[src/rtl/dtree_pkg.sv]
// dtree_pkg: widths and helpers shared by the decision-tree controller and node evaluator
package dtree_pkg;

   function automatic int max_int(input int a, input int b);
      return a > b ? a : b;
   endfunction

   localparam int FEATURES          = 3;
   localparam int COEFF_BIT_DEPTH   = 4;
   localparam int BIAS_BIT_DEPTH    = 10;
   localparam int FEATURE_BIT_DEPTH = 8;
   localparam int ACC_WIDTH         = max_int(BIAS_BIT_DEPTH, FEATURE_BIT_DEPTH + COEFF_BIT_DEPTH)
                                      + $clog2(FEATURES + 1) + 1;

   // Feature 0 sits in the most-significant slice of a packed vector
   function automatic int feat_lsb(input int idx, input int n, input int w);
      return (n - 1 - idx) * w;
   endfunction

endpackage

[src/rtl/coeff_mult.sv]
// coeff_mult: combinational signed feature x coefficient with zero/one bypass
module coeff_mult
#(
   parameter int FW = dtree_pkg::FEATURE_BIT_DEPTH,
   parameter int CW = dtree_pkg::COEFF_BIT_DEPTH
)(
   input  logic signed [FW-1:0]    feature_i,
   input  logic signed [CW-1:0]    coeff_i,
   input  logic                    mult_i,
   input  logic                    is_one_i,
   output logic signed [FW+CW-1:0] term_o
);

   // is_one wins over mult; neither selected yields a zero term
   always_comb begin
      term_o = '0;
      if (is_one_i)
         term_o = feature_i;
      else if (mult_i)
         term_o = feature_i * coeff_i;
   end

endmodule

[src/rtl/node_evaluator.sv]
// node_evaluator: buffers feature vectors and accumulates bias + sum(coeff*feature) per node.
// Define NODE_EVAL_SAT_EN to saturate the accumulator on overflow instead of wrapping.
module node_evaluator
#(
   parameter int FEATURES          = dtree_pkg::FEATURES,
   parameter int COEFF_BIT_DEPTH   = dtree_pkg::COEFF_BIT_DEPTH,
   parameter int BIAS_BIT_DEPTH    = dtree_pkg::BIAS_BIT_DEPTH,
   parameter int FEATURE_BIT_DEPTH = dtree_pkg::FEATURE_BIT_DEPTH,
   parameter int ACC_WIDTH         = dtree_pkg::max_int(BIAS_BIT_DEPTH, FEATURE_BIT_DEPTH + COEFF_BIT_DEPTH)
                                     + $clog2(FEATURES + 1) + 1
)(
   input  logic                                  clk,
   input  logic                                  reset,
   input  logic                                  in_valid,
   output logic                                  in_ready,
   input  logic [FEATURES*FEATURE_BIT_DEPTH-1:0] in_features,
   input  logic                                  load_bias,
   input  logic                                  add,
   input  logic                                  mult,
   input  logic                                  is_one,
   input  logic [COEFF_BIT_DEPTH-1:0]            coeff,
   input  logic [BIAS_BIT_DEPTH-1:0]             bias,
   input  logic                                  tree_done,
   output logic                                  child_direction,
   output logic                                  next,
   output logic                                  sample_active,
   output logic [ACC_WIDTH-1:0]                  acc,
   output logic                                  overflow,
   output logic                                  underrun
);

   import dtree_pkg::*;

   localparam int KW = FEATURES > 1 ? $clog2(FEATURES) : 1;
   localparam int VW = FEATURES * FEATURE_BIT_DEPTH;
   localparam int PW = FEATURE_BIT_DEPTH + COEFF_BIT_DEPTH;
   localparam int SW = max_int(max_int(ACC_WIDTH, BIAS_BIT_DEPTH), PW) + 2;

   logic [VW-1:0]                  active_q, active_d, pending_q, pending_d;
   logic                           act_v_q, act_v_d, pend_v_q, pend_v_d;
   logic                           next_q, next_d, rdy_q;
   logic                           ovf_q, ovf_d, und_q, und_d;
   logic [KW-1:0]                  k_q, k_d, idx;
   logic signed [ACC_WIDTH-1:0]    acc_q, acc_d;
   logic signed [FEATURE_BIT_DEPTH-1:0] x;
   logic signed [PW-1:0]           term;
   logic signed [SW-1:0]           base, sum;
   logic                           accept, promote, act_v_ret, sum_ovf;

   coeff_mult #(.FW(FEATURE_BIT_DEPTH), .CW(COEFF_BIT_DEPTH)) u_mult (
      .feature_i (x),
      .coeff_i   ($signed(coeff)),
      .mult_i    (mult),
      .is_one_i  (is_one),
      .term_o    (term)
   );

   // Term selection and one add stage; the sum is kept wide so overflow is exact
   always_comb begin
      idx     = load_bias ? '0 : k_q;
      x       = act_v_q ? active_q[feat_lsb(int'(idx), FEATURES, FEATURE_BIT_DEPTH) +: FEATURE_BIT_DEPTH] : '0;
      base    = load_bias ? SW'($signed(bias)) : SW'(acc_q);
      sum     = base + SW'(term);
      sum_ovf = sum != SW'($signed(sum[ACC_WIDTH-1:0]));
      acc_d   = acc_q;
      ovf_d   = ovf_q;
      und_d   = und_q;
      k_d     = k_q;
      if (add) begin
`ifdef NODE_EVAL_SAT_EN
         acc_d = !sum_ovf ? sum[ACC_WIDTH-1:0] :
                 sum[SW-1] ? {1'b1, {(ACC_WIDTH-1){1'b0}}} : {1'b0, {(ACC_WIDTH-1){1'b1}}};
`else
         acc_d = sum[ACC_WIDTH-1:0];
`endif
         ovf_d = ovf_q | sum_ovf;
         und_d = und_q | ~act_v_q;
         k_d   = (idx == KW'(FEATURES - 1)) ? '0 : idx + 1'b1;
      end
   end

   // Two-slot buffer: retire/promote first, then an accepted word fills the first free slot
   always_comb begin
      promote   = tree_done & pend_v_q;
      act_v_ret = tree_done ? pend_v_q : act_v_q;
      accept    = in_valid & rdy_q;
      active_d  = promote ? pending_q : active_q;
      act_v_d   = act_v_ret;
      pending_d = pending_q;
      pend_v_d  = pend_v_q & ~tree_done;
      next_d    = promote;
      if (accept) begin
         if (!act_v_ret) begin
            active_d = in_features;
            act_v_d  = 1'b1;
            next_d   = 1'b1;
         end else begin
            pending_d = in_features;
            pend_v_d  = 1'b1;
         end
      end
   end

   // State registers; reset discards buffered samples and the node in progress
   always_ff @(posedge clk) begin
      if (!reset) begin
         active_q  <= '0;
         pending_q <= '0;
         act_v_q   <= 1'b0;
         pend_v_q  <= 1'b0;
         next_q    <= 1'b0;
         rdy_q     <= 1'b0;
         ovf_q     <= 1'b0;
         und_q     <= 1'b0;
         k_q       <= '0;
         acc_q     <= '0;
      end else begin
         active_q  <= active_d;
         pending_q <= pending_d;
         act_v_q   <= act_v_d;
         pend_v_q  <= pend_v_d;
         next_q    <= next_d;
         rdy_q     <= ~(act_v_d & pend_v_d);
         ovf_q     <= ovf_d;
         und_q     <= und_d;
         k_q       <= k_d;
         acc_q     <= acc_d;
      end
   end

   assign in_ready        = rdy_q;
   assign next            = next_q;
   assign sample_active   = act_v_q;
   assign acc             = acc_q;
   assign child_direction = ~acc_q[ACC_WIDTH-1];
   assign overflow        = ovf_q;
   assign underrun        = und_q;

endmodule

[config.mk]
export PLATFORM = sky130hd
export DESIGN_NAME = node_evaluator
export DESIGN_NICKNAME = d
export VERILOG_FILES = /design/src/rtl/dtree_pkg.sv /design/src/rtl/coeff_mult.sv /design/src/rtl/node_evaluator.sv
export SDC_FILE = /design/constraint.sdc
export NUM_CORES = 1
export LEC_CHECK = 0
export ABC_AREA = 1
export BUFFER_PORTS_ARGS = -buffer_cell sky130_fd_sc_hd__buf_4
export CAP_MARGIN = 20
export CORE_UTILIZATION = 55
export CTS_BUF_LIST = sky130_fd_sc_hd__clkbuf_4 sky130_fd_sc_hd__clkbuf_8
export CTS_CLUSTER_SIZE = 25
export DETAILED_ROUTE_END_ITERATION = 6
export PLACE_DENSITY_LB_ADDON = 0.08
export SYNTH_ARGS = -nofsm -noshare
export SYNTH_HDL_FRONTEND = slang
export SYNTH_SLANG_ARGS = --single-unit
[constraint.sdc]
create_clock -name clk -period 7.8 [get_ports clk]
set_input_delay 0.78 -clock clk [delete_from_list [all_inputs] [get_ports clk]]
set_output_delay 0.78 -clock clk [all_outputs]
set_load 0.005 [all_outputs]
After elaboration in Yosys (flattened, before gate mapping)
Index checks and enable logic that the tools add are counted.

Bitwise operators: 10. Reductions and logical operators: 1. Multipliers: 1. Equal/unequal tests: 2. Mux-type cells: 15. Add/sub/neg operators: 3. Shift-type cells: 1.

Operator list (number): 24-bit two-way mux (3); 12-bit two-way mux (2); 24-bit by 6-bit variable part select with 8-bit output (1); 17-bit by 12-bit adder with 17-bit output (1); 17-bit two-way mux (1); 8-bit by 4-bit multiplier with 12-bit output (1); 8-bit two-way mux (1); 1-bit two-way mux (6); 1-bit AND (4); 2-bit two-way mux (2); 1-bit NOT (4); 2-bit by 2-bit subtractor with 3-bit output (first input constant) (1); 2-bit by 1-bit adder with 2-bit output (second input constant) (1); 2-bit equality test (second input constant) (1); 2-bit by 1-bit inequality test with 1-bit output (1); 1-bit bitwise OR (2); 2-bit AND reduction (1).

Word-level logic and storage cells: 43. Bits in registers: 71. Output and inout bits: 21.

Logic depth before layout (Yosys ltp)
Depth after elaboration: 10. Depth in mapped cells: 41. Mapped depth without buffers: 39.

By module
From an unflattened synthesis, not the netlist that was laid out.

Cells, all modules: 763. Area total of the unflattened synthesis: 5366.4 µm².

By module, submodules not included: node_evaluator (cells an instance 565, area an instance 4060.1 µm², times used 1); coeff_mult (cells an instance 198, area an instance 1306.3 µm², times used 1).

Worst setup path before layout
OpenSTA, ideal clock, no wires.

Path type: input-to-reg. From: in load_bias. To: reg acc_q[14] (netlist: acc[14]). Path buffers: 2. Slack: 1.615 ns. Arrival time: 6.076 ns. Stages on the path: 32. Cell sequence: inv_2 clkbuf_1 nand2_1 ha_1 buf_2 inv_2 o21ai_0 o2111ai_1 nand2_1 fa_1 fa_1 fa_1 inv_1 ha_1 inv_1 fa_1 inv_1 nand3_1 nand2_1 a21oi_1 nand3_1 nand3_1 a21oi_1 ha_1 a21oi_1 o21ai_0 a21oi_1 nand2_1 xnor2_1 nand2_1 nand2_1 inv_1.

Longest elaborated chain between the ends: 8.

RTL lines: from (decl) (line node_evaluator.sv:17) `input logic load_bias,`; 2-bit two-way mux (line node_evaluator.sv:60) `idx = load_bias ? '0 : k_q;`; 2-bit by 2-bit subtractor with 3-bit output (line dtree_pkg.sv:17) `return (n - 1 - idx) * w;`; 24-bit by 6-bit variable part select with 8-bit output (line node_evaluator.sv:61) `x = act_v_q ? active_q[feat_lsb(int'(idx), FEATURES, FEATURE_BIT_DEPTH) +: FEATURE_BIT_DEPTH] : '0;`; 8-bit two-way mux (line node_evaluator.sv:61); 8-bit by 4-bit multiplier with 12-bit output (line coeff_mult.sv:20) `term_o = feature_i * coeff_i;`; 12-bit two-way mux (line coeff_mult.sv:19) `else if (mult_i)`; 12-bit two-way mux (line coeff_mult.sv:17) `if (is_one_i)`; 17-bit by 12-bit adder with 17-bit output * (line node_evaluator.sv:63) `sum = base + SW'(term);`; to (signal assigned) (line node_evaluator.sv:116) `acc_q <= '0;`; to (signal assigned) (line node_evaluator.sv:127) `acc_q <= acc_d;`; to (decl) (line node_evaluator.sv:44) `logic signed [ACC_WIDTH-1:0] acc_q, acc_d;`.

Every way passes the cells marked *; elsewhere a longest branch is shown, timed or not. A chain may end at the register's enable or synchronous reset.

Worst setup path after layout
Same ends and word-level chain as after synthesis.

==> results.txt <==
status -> complete, but fails checks
failing checks -> design-rule violations
Worst-path clk slew -> 0.08 ns
Worst path max stage delay -> 0.57 ns
Max Clock Skew -> 0.0118 ns
most used cell, CP -> nand2_1
Required @ worst endpoint -> 8.06 ns
Max-Cap Viols -> 0
CP Data Arrival Time -> 6.80 ns
top post-synthesis cells by area -> dfxtp_1 (28%), ha_1 (9.3%), a21oi_1 (8.8%)
Iteration-0 DRC Markers -> 395
# DRC -> 1
WL per Instance -> 14.3 microns
total CTS buffers -> 9
# fillers -> 795
Logic pwr share -> 0.273
# IOs -> 67
CTS tree -> done
Core Box Area -> 8850 sq um
CTS Hold Buffers Added -> 0
worst reg2reg setup slack -> 1.68 ns
mapped cell area -> 5120 sq um
TNS Setup -> 0 ns
H-tree levels -> 3
# rows -> 34
crit path kind -> in -> reg
vias in the first global route -> 4790
clk buf depth -> 2
CP max stage cell -> fa_1
number of synthesized flops with an enable pin -> 0
chip height -> 98.5 microns
worst-margin pin slew -> 0.957 ns
clk_lat worst skew -> 0.37 ns
Synth Net Count -> 842
GRT Total Usage -> 0.282
setup bufs post-CTS -> 0
CTS root buf -> clkbuf_8
Starting Density -> 0.579
Flop pwr share -> 0.387
Synth top cells by count -> nand2_1 (111), inv_1 (109), nor2_1 (106)
Via density -> 5.51
Main synth FF type -> dfxtp_1
async set or reset register ratio after synthesis -> 0
peak supply drop -> 0.125 mV
ANT cells -> 0
leakage -> 2.98 nW
worst min-delay path class -> reg -> reg
Cells after Synth -> 740
switching share of power -> 0.334
Hold Crit Depth -> 2
first-pass GRT wire length -> 22100 microns
overall power -> 0.00103 W
fmax -> 153 MHz
final wirelength -> 12900 microns
DP HPWL -> 9790 microns
Multi-input gate area -> 3100 sq um
Port Buffers -> 66
initial antenna violation count -> 0
post-CTS sizing -> 0
crit path time final -> 6.53 ns
drt pass-1 iters -> 7
register area share after synthesis -> 0.278
sequential standard cell area -> 1420 sq um
nature of the critical path startpoint -> input pin
routability cong. -> 0.947
Avg Inst Size Synth -> 6.92 sq um
CP Capture Type -> flop
Pint -> 0.000685 W
Final period util -> 0.838
Die Area -> 9700 sq um
count leader, synth -> nand2_1
largest net degree at the start of global routing -> 55
RSZ-0062 raised after global routing -> false
antenna viol nets, final -> 0
Synth Register Bits -> 71
final-report hold violation count -> 0
relative slew slack -> 0.361
library cells used by synthesis -> 36
Worst Reg-to-Reg Cells -> 31
CP max FO -> 18
Final setup viols -> 0
Synth area leader -> dfxtp_1
via count -> 4972
top cell type's share of synthesized area -> 0.278
area grow syn2layout -> 14.5%
Power Density -> 175 nW/um^2
max-slew violation count -> 0
clk sinks -> 71
Yosys warnings -> 0
die width -> 98.5 microns
Clk network pwr share -> 0.340
grt total ovfl -> 0
NumNets Final -> 892
share of layout cells above drive strength 1 -> 0.135
NetSw -> 0.000343 W
final timing paths:
check,from,end
setup reg to reg,k_q[0],acc[14]
hold / removal,active_q[20],active_q[20]
setup / recovery,load_bias,acc[14]
hold reg to reg,active_q[20],active_q[20]
state kept, by name (all words and copies together) (netlist names):
name / count
next: 1
pending_q: 24
pend_v_q: 1
sample_active: 1
overflow: 1
acc: 15
in_ready: 1
active_q: 24
underrun: 1
k_q: 2
layout by cell type (no fill, tap or decap), drive strengths merged:
master,Yosys,final
o21ai,67,67
fa,18,18
o21bai,1,1
o2111ai,1,1
a21oi,92,92
o31a,1,1
a21o,4,4
o221ai,24,24
xor2,6,6
xnor2,4,4
clkbuf,17,9
buf,11,67
nor2,110,110
nand3,26,26
a31oi,2,2
nand3b,3,3
o22ai,3,3
ha,38,38
a211oi,1,1
nor3,6,6
bufinv,0,2
nand2,112,112
inv,120,124
dfxtp,71,71
clkinv,2,3
cell type report:
type,instances,area share
Tap cell,108,0.0231
Clock buffer,9,0.0211
Multi-Input combinational cell,519,0.529
Clock inverter,7,0.0186
Sequential cell,71,0.243
Inverter,122,0.0781
Timing Repair Buffer,67,0.0871
power groups by stage:
stage                     registers, W  clock network [W]  logic (W)
after floorplan               0.000404                  0   0.000192
after global placement        0.000406                  0   0.000271
after detailed placement      0.000406                  0   0.000274
after CTS                     0.000398           0.000354   0.000276
after global routing          0.000401           0.000365   0.000318
final                         0.000398           0.000350   0.000280
through the flow:
stage | area, sq um | setup slack [ns] | hold slack, ns | util | instances
2_1_floorplan | 5120 | 1.62 | 0.421 | - | 740
3_3_place_gp | 5610 | 1.14 | 0.439 | 0.634 | 886
3_5_place_dp | 5610 | 0.924 | 0.439 | 0.634 | 886
4_1_cts | 5850 | 1.29 | 0.453 | 0.661 | 902
5_1_grt | 5860 | 0.622 | 0.479 | 0.662 | 903
6_report | 5860 | 1.27 | 0.453 | 0.662 | 903
critical path, delay by kind of cell:
family,cells,cell delay [ns]
and+or+nand+nor,10,0.95
xor gates and xnor gates,1,0.14
adders and majority gates,7,2.73
buffers and inverters,8,0.91
AOI/OAI and AO/OA,7,1.26
logic make-up after synthesis:
kind of cell	count (synthesis)	share of synthesized area
adder cells (fa/ha/maj)	56	0.163
XOR/XNOR	10	0.0171
AND/OR/NAND/NOR	257	0.209
AO/OA/AOI/OAI	196	0.217
buffers and inverters	150	0.116
flip-flops	71	0.278
layer usage:
| metal | wire length, microns | vias up | track usage | part of all wire |
|---|---|---|---|---|
| li1 | - | 2517 | - | - |
| met1 | 6140 | 2248 | 0.398 | 0.48 |
| met2 | 5590 | 190 | 0.440 | 0.43 |
| met3 | 962 | 17 | 0.0447 | 0.075 |
| met4 | 180 | 0 | 0.0964 | 0.014 |
| met5 | 0 | - | 0 | 0 |
Note: power is estimated with default switching activity, not from simulation.
